`src/rtl/uart_core_cfg.sv`:
```
// -----------------------------------------------------------------------------
// uart_core_cfg
//   Full-duplex 8-bit UART (LSB first) with a runtime clocks-per-bit divisor,
//   runtime parity mode (none / even / odd) and one or two TX stop bits.
//   RX and TX each own a power-of-two first-word-fall-through FIFO; error
//   conditions are reported through sticky flags cleared by err_clr.
//
//   Ports
//     clk, rst_n            system clock, asynchronous active-low reset
//     cfg_div               clocks per bit (values below 4 behave as 4)
//     cfg_parity            00 none, 01 even, 10 odd, 11 none
//     cfg_stop2             two stop bits on TX
//     err_clr               clears every sticky error flag
//     rx / tx               serial pins (rx is asynchronous to clk)
//     rx_rden, rx_rdata     RX FIFO pop and head byte
//     rx_count              RX FIFO occupancy
//     rx_frame_err, rx_par_err, rx_overrun, rx_underrun   sticky RX flags
//     tx_wdata, tx_wten     TX FIFO push
//     tx_count, tx_overrun  TX FIFO occupancy and sticky drop flag
//     tx_busy               TX frame in progress or TX FIFO not empty
// -----------------------------------------------------------------------------

// Byte-wide FWFT FIFO used for both directions. The head entry is shown
// combinationally from storage; an empty FIFO presents zero.
module uart_fifo #(
  parameter int AW = 3
) (
  input  logic          clk,
  input  logic          rst_n,
  input  logic          push,
  input  logic [7:0]    wdata,
  input  logic          pop,
  output logic [7:0]    rdata,
  output logic [AW:0]   count
);
  localparam int DEPTH = 2 ** AW;

  logic [7:0]    mem [DEPTH];
  logic [AW-1:0] wr_ptr;
  logic [AW-1:0] rd_ptr;
  logic          full;
  logic          empty;
  logic          push_ok;
  logic          pop_ok;

  assign full    = (count == (AW+1)'(DEPTH));
  assign empty   = (count == '0);
  // A push into a full FIFO is still accepted when a pop frees the slot.
  assign push_ok = push && (!full || pop);
  assign pop_ok  = pop && !empty;
  assign rdata   = empty ? 8'h00 : mem[rd_ptr];

  // NOTE: sequential state uses non-blocking assignments so every register
  // samples the pre-edge values, independent of statement order.
  always_ff @(posedge clk or negedge rst_n) begin
    if (!rst_n) begin
      wr_ptr <= '0;
      rd_ptr <= '0;
      count  <= '0;
    end else begin
      if (push_ok) wr_ptr <= wr_ptr + AW'(1);
      if (pop_ok)  rd_ptr <= rd_ptr + AW'(1);
      case ({push_ok, pop_ok})
        2'b10:   count <= count + (AW+1)'(1);
        2'b01:   count <= count - (AW+1)'(1);
        default: count <= count;
      endcase
    end
  end

  // NOTE: the storage array has no reset; contents are only observable
  // through the occupancy count, so resetting it would buy nothing.
  always_ff @(posedge clk) begin
    if (push_ok) mem[wr_ptr] <= wdata;
  end
endmodule

module uart_core_cfg #(
  parameter int DIV_W   = 16,
  parameter int FIFO_AW = 3
) (
  input  logic               clk,
  input  logic               rst_n,
  input  logic [DIV_W-1:0]   cfg_div,
  input  logic [1:0]         cfg_parity,
  input  logic               cfg_stop2,
  input  logic               err_clr,
  input  logic               rx,
  output logic               tx,
  input  logic               rx_rden,
  output logic [7:0]         rx_rdata,
  output logic [FIFO_AW:0]   rx_count,
  output logic               rx_frame_err,
  output logic               rx_par_err,
  output logic               rx_overrun,
  output logic               rx_underrun,
  input  logic [7:0]         tx_wdata,
  input  logic               tx_wten,
  output logic [FIFO_AW:0]   tx_count,
  output logic               tx_overrun,
  output logic               tx_busy
);
  localparam int DEPTH = 2 ** FIFO_AW;

  typedef enum logic [2:0] {
    ST_IDLE,
    ST_START,
    ST_DATA,
    ST_PARITY,
    ST_STOP
  } state_e;

  // Configuration as seen at a frame start.
  logic [DIV_W-1:0] div_eff;
  logic             par_en_cfg;
  logic             par_odd_cfg;

  assign div_eff     = (cfg_div < DIV_W'(4)) ? DIV_W'(4) : cfg_div;
  assign par_en_cfg  = (cfg_parity == 2'b01) || (cfg_parity == 2'b10);
  assign par_odd_cfg = (cfg_parity == 2'b10);

  // ---------------------------------------------------------------------------
  // RX front end: 2-FF synchroniser followed by a 3-tap majority filter.
  // ---------------------------------------------------------------------------
  logic       rx_s1;
  logic       rx_s2;
  logic [2:0] rx_taps;
  logic       rx_bit;
  logic       rx_fall;

  always_ff @(posedge clk or negedge rst_n) begin
    if (!rst_n) begin
      rx_s1   <= 1'b1;
      rx_s2   <= 1'b1;
      rx_taps <= 3'b111;
    end else begin
      rx_s1   <= rx;
      rx_s2   <= rx_s1;
      rx_taps <= {rx_taps[1:0], rx_s2};
    end
  end

  assign rx_bit  = (rx_taps[0] & rx_taps[1]) | (rx_taps[0] & rx_taps[2]) |
                   (rx_taps[1] & rx_taps[2]);
  // rx_taps[0] holds the previous synchronised sample.
  assign rx_fall = rx_taps[0] & ~rx_s2;

  // ---------------------------------------------------------------------------
  // RX FSM
  // ---------------------------------------------------------------------------
  state_e           rx_state;
  state_e           rx_state_d;
  logic [DIV_W-1:0] rx_cnt;
  logic [DIV_W-1:0] rx_div_l;
  logic             rx_par_en_l;
  logic             rx_par_odd_l;
  logic [2:0]       rx_idx;
  logic [7:0]       rx_shreg;
  logic             rx_par_bad;
  logic             rx_exp;
  logic             rx_push;
  logic             rx_ferr_set;
  logic             rx_full;

  assign rx_exp = (rx_cnt == DIV_W'(1));

  // NOTE: every signal written here gets a default first, so no path through
  // the case statement can leave one unassigned and infer a latch.
  always_comb begin
    rx_state_d  = rx_state;
    rx_push     = 1'b0;
    rx_ferr_set = 1'b0;
    case (rx_state)
      ST_IDLE:   if (rx_fall) rx_state_d = ST_START;
      ST_START:  if (rx_exp) rx_state_d = rx_bit ? ST_IDLE : ST_DATA;
      ST_DATA:   if (rx_exp && rx_idx == 3'd7)
                   rx_state_d = rx_par_en_l ? ST_PARITY : ST_STOP;
      ST_PARITY: if (rx_exp) rx_state_d = ST_STOP;
      ST_STOP: begin
        if (rx_exp) begin
          rx_state_d = ST_IDLE;
          if (rx_bit) rx_push     = 1'b1;
          else        rx_ferr_set = 1'b1;
        end
      end
      default:   rx_state_d = ST_IDLE;
    endcase
  end

  always_ff @(posedge clk or negedge rst_n) begin
    if (!rst_n) rx_state <= ST_IDLE;
    else        rx_state <= rx_state_d;
  end

  always_ff @(posedge clk or negedge rst_n) begin
    if (!rst_n) begin
      rx_cnt       <= '0;
      rx_div_l     <= '0;
      rx_par_en_l  <= 1'b0;
      rx_par_odd_l <= 1'b0;
      rx_idx       <= '0;
      rx_shreg     <= '0;
      rx_par_bad   <= 1'b0;
    end else if (rx_state == ST_IDLE) begin
      if (rx_fall) begin
        // First expiry lands in the middle of the start bit.
        rx_div_l     <= div_eff;
        rx_par_en_l  <= par_en_cfg;
        rx_par_odd_l <= par_odd_cfg;
        rx_cnt       <= div_eff >> 1;
      end
    end else if (rx_exp) begin
      rx_cnt <= rx_div_l;
      case (rx_state)
        ST_START: begin
          rx_idx     <= '0;
          rx_par_bad <= 1'b0;
        end
        ST_DATA: begin
          rx_shreg <= {rx_bit, rx_shreg[7:1]};
          rx_idx   <= rx_idx + 3'd1;
        end
        // Even: mismatch when XOR(data, pbit) = 1; odd inverts that.
        ST_PARITY: rx_par_bad <= (^rx_shreg) ^ rx_bit ^ rx_par_odd_l;
        default: ;
      endcase
    end else begin
      rx_cnt <= rx_cnt - DIV_W'(1);
    end
  end

  uart_fifo #(.AW(FIFO_AW)) u_rx_fifo (
    .clk   (clk),
    .rst_n (rst_n),
    .push  (rx_push),
    .wdata (rx_shreg),
    .pop   (rx_rden),
    .rdata (rx_rdata),
    .count (rx_count)
  );

  assign rx_full = (rx_count == (FIFO_AW+1)'(DEPTH));

  // ---------------------------------------------------------------------------
  // TX FSM; tx is registered one cycle behind the state that selects it.
  // ---------------------------------------------------------------------------
  state_e           tx_state;
  state_e           tx_state_d;
  logic [DIV_W-1:0] tx_cnt;
  logic [DIV_W-1:0] tx_div_l;
  logic             tx_par_en_l;
  logic             tx_stop2_l;
  logic             tx_stop_idx;
  logic             tx_par_bit;
  logic [2:0]       tx_idx;
  logic [7:0]       tx_shreg;
  logic             tx_exp;
  logic             tx_pop;
  logic             tx_bit;
  logic [7:0]       tx_fifo_rdata;
  logic             tx_full;

  assign tx_exp = (tx_cnt == DIV_W'(1));

  always_comb begin
    tx_state_d = tx_state;
    tx_pop     = 1'b0;
    tx_bit     = 1'b1;
    case (tx_state)
      ST_IDLE: begin
        if (tx_count != '0) begin
          tx_pop     = 1'b1;
          tx_state_d = ST_START;
        end
      end
      ST_START: begin
        tx_bit = 1'b0;
        if (tx_exp) tx_state_d = ST_DATA;
      end
      ST_DATA: begin
        tx_bit = tx_shreg[0];
        if (tx_exp && tx_idx == 3'd7)
          tx_state_d = tx_par_en_l ? ST_PARITY : ST_STOP;
      end
      ST_PARITY: begin
        tx_bit = tx_par_bit;
        if (tx_exp) tx_state_d = ST_STOP;
      end
      ST_STOP: begin
        tx_bit = 1'b1;
        // Back-to-back frames start right after the last stop bit.
        if (tx_exp && !(tx_stop2_l && !tx_stop_idx)) begin
          if (tx_count != '0) begin
            tx_pop     = 1'b1;
            tx_state_d = ST_START;
          end else begin
            tx_state_d = ST_IDLE;
          end
        end
      end
      default: tx_state_d = ST_IDLE;
    endcase
  end

  always_ff @(posedge clk or negedge rst_n) begin
    if (!rst_n) tx_state <= ST_IDLE;
    else        tx_state <= tx_state_d;
  end

  always_ff @(posedge clk or negedge rst_n) begin
    if (!rst_n) begin
      tx_cnt      <= '0;
      tx_div_l    <= '0;
      tx_par_en_l <= 1'b0;
      tx_stop2_l  <= 1'b0;
      tx_stop_idx <= 1'b0;
      tx_par_bit  <= 1'b0;
      tx_idx      <= '0;
      tx_shreg    <= '0;
      tx          <= 1'b1;
    end else begin
      tx <= tx_bit;
      if (tx_pop) begin
        tx_div_l    <= div_eff;
        tx_par_en_l <= par_en_cfg;
        tx_stop2_l  <= cfg_stop2;
        tx_par_bit  <= (^tx_fifo_rdata) ^ par_odd_cfg;
        tx_shreg    <= tx_fifo_rdata;
        tx_cnt      <= div_eff;
        tx_idx      <= '0;
        tx_stop_idx <= 1'b0;
      end else if (tx_state != ST_IDLE) begin
        if (tx_exp) begin
          tx_cnt <= tx_div_l;
          if (tx_state == ST_DATA) begin
            tx_shreg <= {1'b0, tx_shreg[7:1]};
            tx_idx   <= tx_idx + 3'd1;
          end
          if (tx_state == ST_STOP) tx_stop_idx <= 1'b1;
        end else begin
          tx_cnt <= tx_cnt - DIV_W'(1);
        end
      end
    end
  end

  uart_fifo #(.AW(FIFO_AW)) u_tx_fifo (
    .clk   (clk),
    .rst_n (rst_n),
    .push  (tx_wten),
    .wdata (tx_wdata),
    .pop   (tx_pop),
    .rdata (tx_fifo_rdata),
    .count (tx_count)
  );

  assign tx_full = (tx_count == (FIFO_AW+1)'(DEPTH));
  assign tx_busy = (tx_state != ST_IDLE) || (tx_count != '0);

  // ---------------------------------------------------------------------------
  // Sticky flags: a set in the same cycle as err_clr wins.
  // ---------------------------------------------------------------------------
  always_ff @(posedge clk or negedge rst_n) begin
    if (!rst_n) begin
      rx_frame_err <= 1'b0;
      rx_par_err   <= 1'b0;
      rx_overrun   <= 1'b0;
      rx_underrun  <= 1'b0;
      tx_overrun   <= 1'b0;
    end else begin
      rx_frame_err <= rx_ferr_set | (rx_frame_err & ~err_clr);
      rx_par_err   <= (rx_push & rx_par_bad) | (rx_par_err & ~err_clr);
      rx_overrun   <= (rx_push & rx_full & ~rx_rden) | (rx_overrun & ~err_clr);
      rx_underrun  <= (rx_rden & (rx_count == '0)) | (rx_underrun & ~err_clr);
      tx_overrun   <= (tx_wten & tx_full & ~tx_pop) | (tx_overrun & ~err_clr);
    end
  end
endmodule

```
`config.mk`:
```
export PLATFORM = sky130hd
export DESIGN_NAME = uart_core_cfg
export DESIGN_NICKNAME = d
export VERILOG_FILES = /design/src/rtl/uart_core_cfg.sv
export SDC_FILE = /design/constraint.sdc
export NUM_CORES = 1
export LEC_CHECK = 0
export ABC_AREA = 1
export CAP_MARGIN = 20
export CORE_MARGIN = 1.5
export CORE_UTILIZATION = 58
export CTS_CLUSTER_DIAMETER = 40
export CTS_CLUSTER_SIZE = 16
export DETAILED_ROUTE_END_ITERATION = 10
export PLACE_DENSITY = 0.86
export SYNTH_ARGS = -nofsm -noshare
export SYNTH_HDL_FRONTEND = slang
export SYNTH_SLANG_ARGS = --single-unit
```
`constraint.sdc`:
```
create_clock -name clk -period 4.2 [get_ports clk]
set_input_delay 0.84 -clock clk [delete_from_list [all_inputs] [get_ports clk]]
set_output_delay 0.84 -clock clk [all_outputs]
set_load 0.1 [all_outputs]
```
==> results.ini <==
[detailed_routing]
antenna_violating_nets_post_route=0
detailedRoute.firstIterationViolations=1210
routed_via_density=5.69
detail_route.wl_per_cell_um=16.9
routed-via-count=9538
detail_route.drc_violations=0
dr_pass1_iterations=7
route.final.wire_length_mm=28.4

[global_route]
grt_pass1_vias=9363
maximum_number_of_pins_on_one_net_before_global_route_repair=86
antenna_found_initial=1
grt_use_total=0.269
wire_length_of_the_first_global_routing_pass_mm=46.5
grt_remaining_overflow=0

[floorplan]
die-area_um2=21900
num_rows=52
core_area_um2=20400
start_util=0.596
ioPinCount=56
die_height_um=148
die-width_um=148

[clock_network]
cts.sink_count=258
cts.path.max_buffers=3
cts_tree=done
cts-resized-gates=0
root_buffer=clkbuf_16
clkLatencyLatePin_ns=0.52
cts_htree_levels=2
clock_buffers_created_by_tritoncts=36
clkTransAtPathRegs_ns=0.06
postCtsHoldBufs=0
postCtsSetupRepairBufs=0

[layout]
area.growth.synth_to_final_pct=16.4
postLayoutCoreUtil=0.694
layout.cells.most_common_list=nand2_1 (296), nor2_1 (166), inv_1 (134), edfxtp_1 (128), dfrtp_1 (124)
fraction_of_final_layout_cells_with_drive_strength_greater_than_1=0.0947
mostFrequentLayoutCell=nand2_1
nets=1432

[place]
gp_congestion=0.876
port_buffers=55
dp_hpwl_mm=18.2

[logic_synthesis]
post_synth.cell_area_avg_um2=9.27
flop_and_latch_count_out_of_synthesis=258
post_synth_edffs=128
yosysWarnings=0
synth_area_um2=12200
synth_nets=1366
ys_types=45
synth_async_sr_flop_share=0.504
ys.flop_type=edfxtp_1
syn_inst=1313
ys_seq_area_frac=0.584

[sta]
unrepaired_setup_endpoints_after_global_routing=no
timing_worst_slew_pin_value_ns=1.00
setup_viol_count_final=0
worst_clock_skew_ns=0.0157
slew_viol_final=0
timing.final.hold_violations=0
timing.max_slew.rel_slack=0.329
clock.fmax_mhz=281
post-route-period-util=0.848
layout_min_cycle_time_ns=3.56
fin_setup_tns_ns=0

[hold_path]
hold_path_depth=0
worst_hold_path_type=reg2reg
min-delay-start=rx_s1
timing.hold.worst_endpoint=rx_s2

[setup_path]
critPathArrivalTime_ns=2.72
worstPathCellList=inv_1 -> o21ai_0 -> o22ai_1 -> o21ai_0 -> a31oi_1 -> buf_4
critPathLaunchType=flip-flop
crit_path_frequent_cell=o21ai_0
start_of_the_worst_register_to_register_path=u_tx_fifo.count[0]
worstPathMaxFanout=18
worst_path_max_delay_cell=dfrtp_1
critical_path.reg2reg.endpoint=u_tx_fifo.count[2]
critPathRequiredTime_ns=3.36
reg2reg_setup_slack_ns=0.94
critical_path.endpoint_type=output pin
cp_slowest_stage_delay_ns=0.61
worst-r2r-cell-count=14
crit_path_category=reg2out

[power]
vdd.ir_drop.worst_uv=723
power_leakage_uw=0.00623
powerDensity_nw_per_um2=828
finalPower_uw=11700

[outcome]
status=complete, no violations

[run]
drv_cap=0

[cell usage after synthesis, types with 2 or more instances]
master | number | area share
nor4_1 | 2 | 0.0010
nor3_1 | 19 | 0.0078
buf_2 | 10 | 0.0041
or2_2 | 2 | 0.0010
nor2_1 | 166 | 0.051
o21a_1 | 2 | 0.0012
xor2_1 | 21 | 0.015
edfxtp_1 | 128 | 0.32
clkbuf_1 | 28 | 0.0086
a31oi_1 | 26 | 0.013
nand4_1 | 10 | 0.0051
o221ai_1 | 7 | 0.0050
nor2_2 | 8 | 0.0041
nand3_1 | 79 | 0.032
clkinv_1 | 2 | 0.00062
o21ai_0 | 117 | 0.048
dfrtp_1 | 124 | 0.25
o22ai_1 | 10 | 0.0051
inv_2 | 9 | 0.0028
mux2_2 | 7 | 0.0065
and3_1 | 2 | 0.0010
xnor2_1 | 13 | 0.0094
nand2_2 | 10 | 0.0051
nor2_4 | 2 | 0.0019
a21oi_1 | 15 | 0.0062
o21ai_1 | 4 | 0.0016
ha_1 | 19 | 0.020
dfstp_2 | 6 | 0.013
nand2_1 | 296 | 0.091
inv_1 | 134 | 0.041
o211ai_1 | 21 | 0.013
[worst max-delay path by stage]
| stage | from | endpoint | slack, ns | depth (start not counted) |
|---|---|---|---|---|
| 6_report | u_rx_fifo.rd_ptr[1] | rx_rdata[2] | 0.64 | 6 |
| 5_1_grt | u_rx_fifo.rd_ptr[1] | rx_rdata[5] | 0.48 | 6 |
| 4_1_cts | u_rx_fifo.rd_ptr[1] | rx_rdata[5] | 0.61 | 6 |
| 3_5_place_dp | tx_cnt[1] | u_tx_fifo.mem[7][0] | 0.99 | 12 |
| 3_3_place_gp | rx_rden | u_rx_fifo.count[3] | 1.05 | 13 |
| 2_1_floorplan | u_rx_fifo.count[0] | rx_rdata[6] | 0.34 | 6 |
[power by group]
part / internal, uW / switching (uW)
Clock: 1840 / 1200
Combinational: 1420 / 3510
Sequential: 3290 / 485
[cell type report]
class,count,area (um2)
flip-flops and latches,258,7100
fillers,1472,6260
multi-input cells,868,4330
clock buffers,41,941
repair buffers,69,632
inverters,146,549
well taps,270,338
clock inverters,23,275
diodes,1,2.50
[flip-flops by register name (all words and copies together) (netlist names), 4 cells and up]
register,cells
u_rx_fifo.count,4
u_rx_fifo.mem,64
u_tx_fifo.count,4
tx_div_l,16
u_tx_fifo.mem,64
rx_div_l,16
rx_cnt,16
rx_shreg,8
tx_shreg,8
tx_cnt,16
[metal layers]
metal | track usage | part of all wire | up-vias
met5 | 0 | 0 | -
met4 | 0.105 | 0.030 | 0
met3 | 0.0506 | 0.083 | 84
met2 | 0.456 | 0.49 | 481
met1 | 0.343 | 0.40 | 4463
li1 | - | - | 4510
[worst max-delay path: cells and delay by family, from the launching register on]
kind,cells,cell delay (ns)
buffers and inverters,2,0.84
AO/OA/AOI/OAI,4,0.74
flip-flops,1,0.61
[kinds of logic (layout without fill, tap and decap cells)]
kind of cell    after synthesis  count (layout)  synth area share
flops                       258             258             0.584
buf+inv                     187             279            0.0607
fa+ha+maj                    20              20            0.0212
xor+xnor                     34              34            0.0245
simple gates                600             600             0.206
compound gates              207             207            0.0976
mux                           7               7           0.00648
other cells                   0               1                 0
[per-stage QoR]
step	setup WS (ns)	cells	instance area, um2	hold WS [ns]
6_report	0.637	1676	14200	0.362
5_1_grt	0.482	1675	14200	0.361
4_1_cts	0.615	1673	14200	0.359
3_5_place_dp	0.988	1609	12900	0.348
3_3_place_gp	1.05	1609	12900	0.346
2_1_floorplan	0.339	1313	12200	0.345
Note: power is estimated with default switching activity, not from simulation.
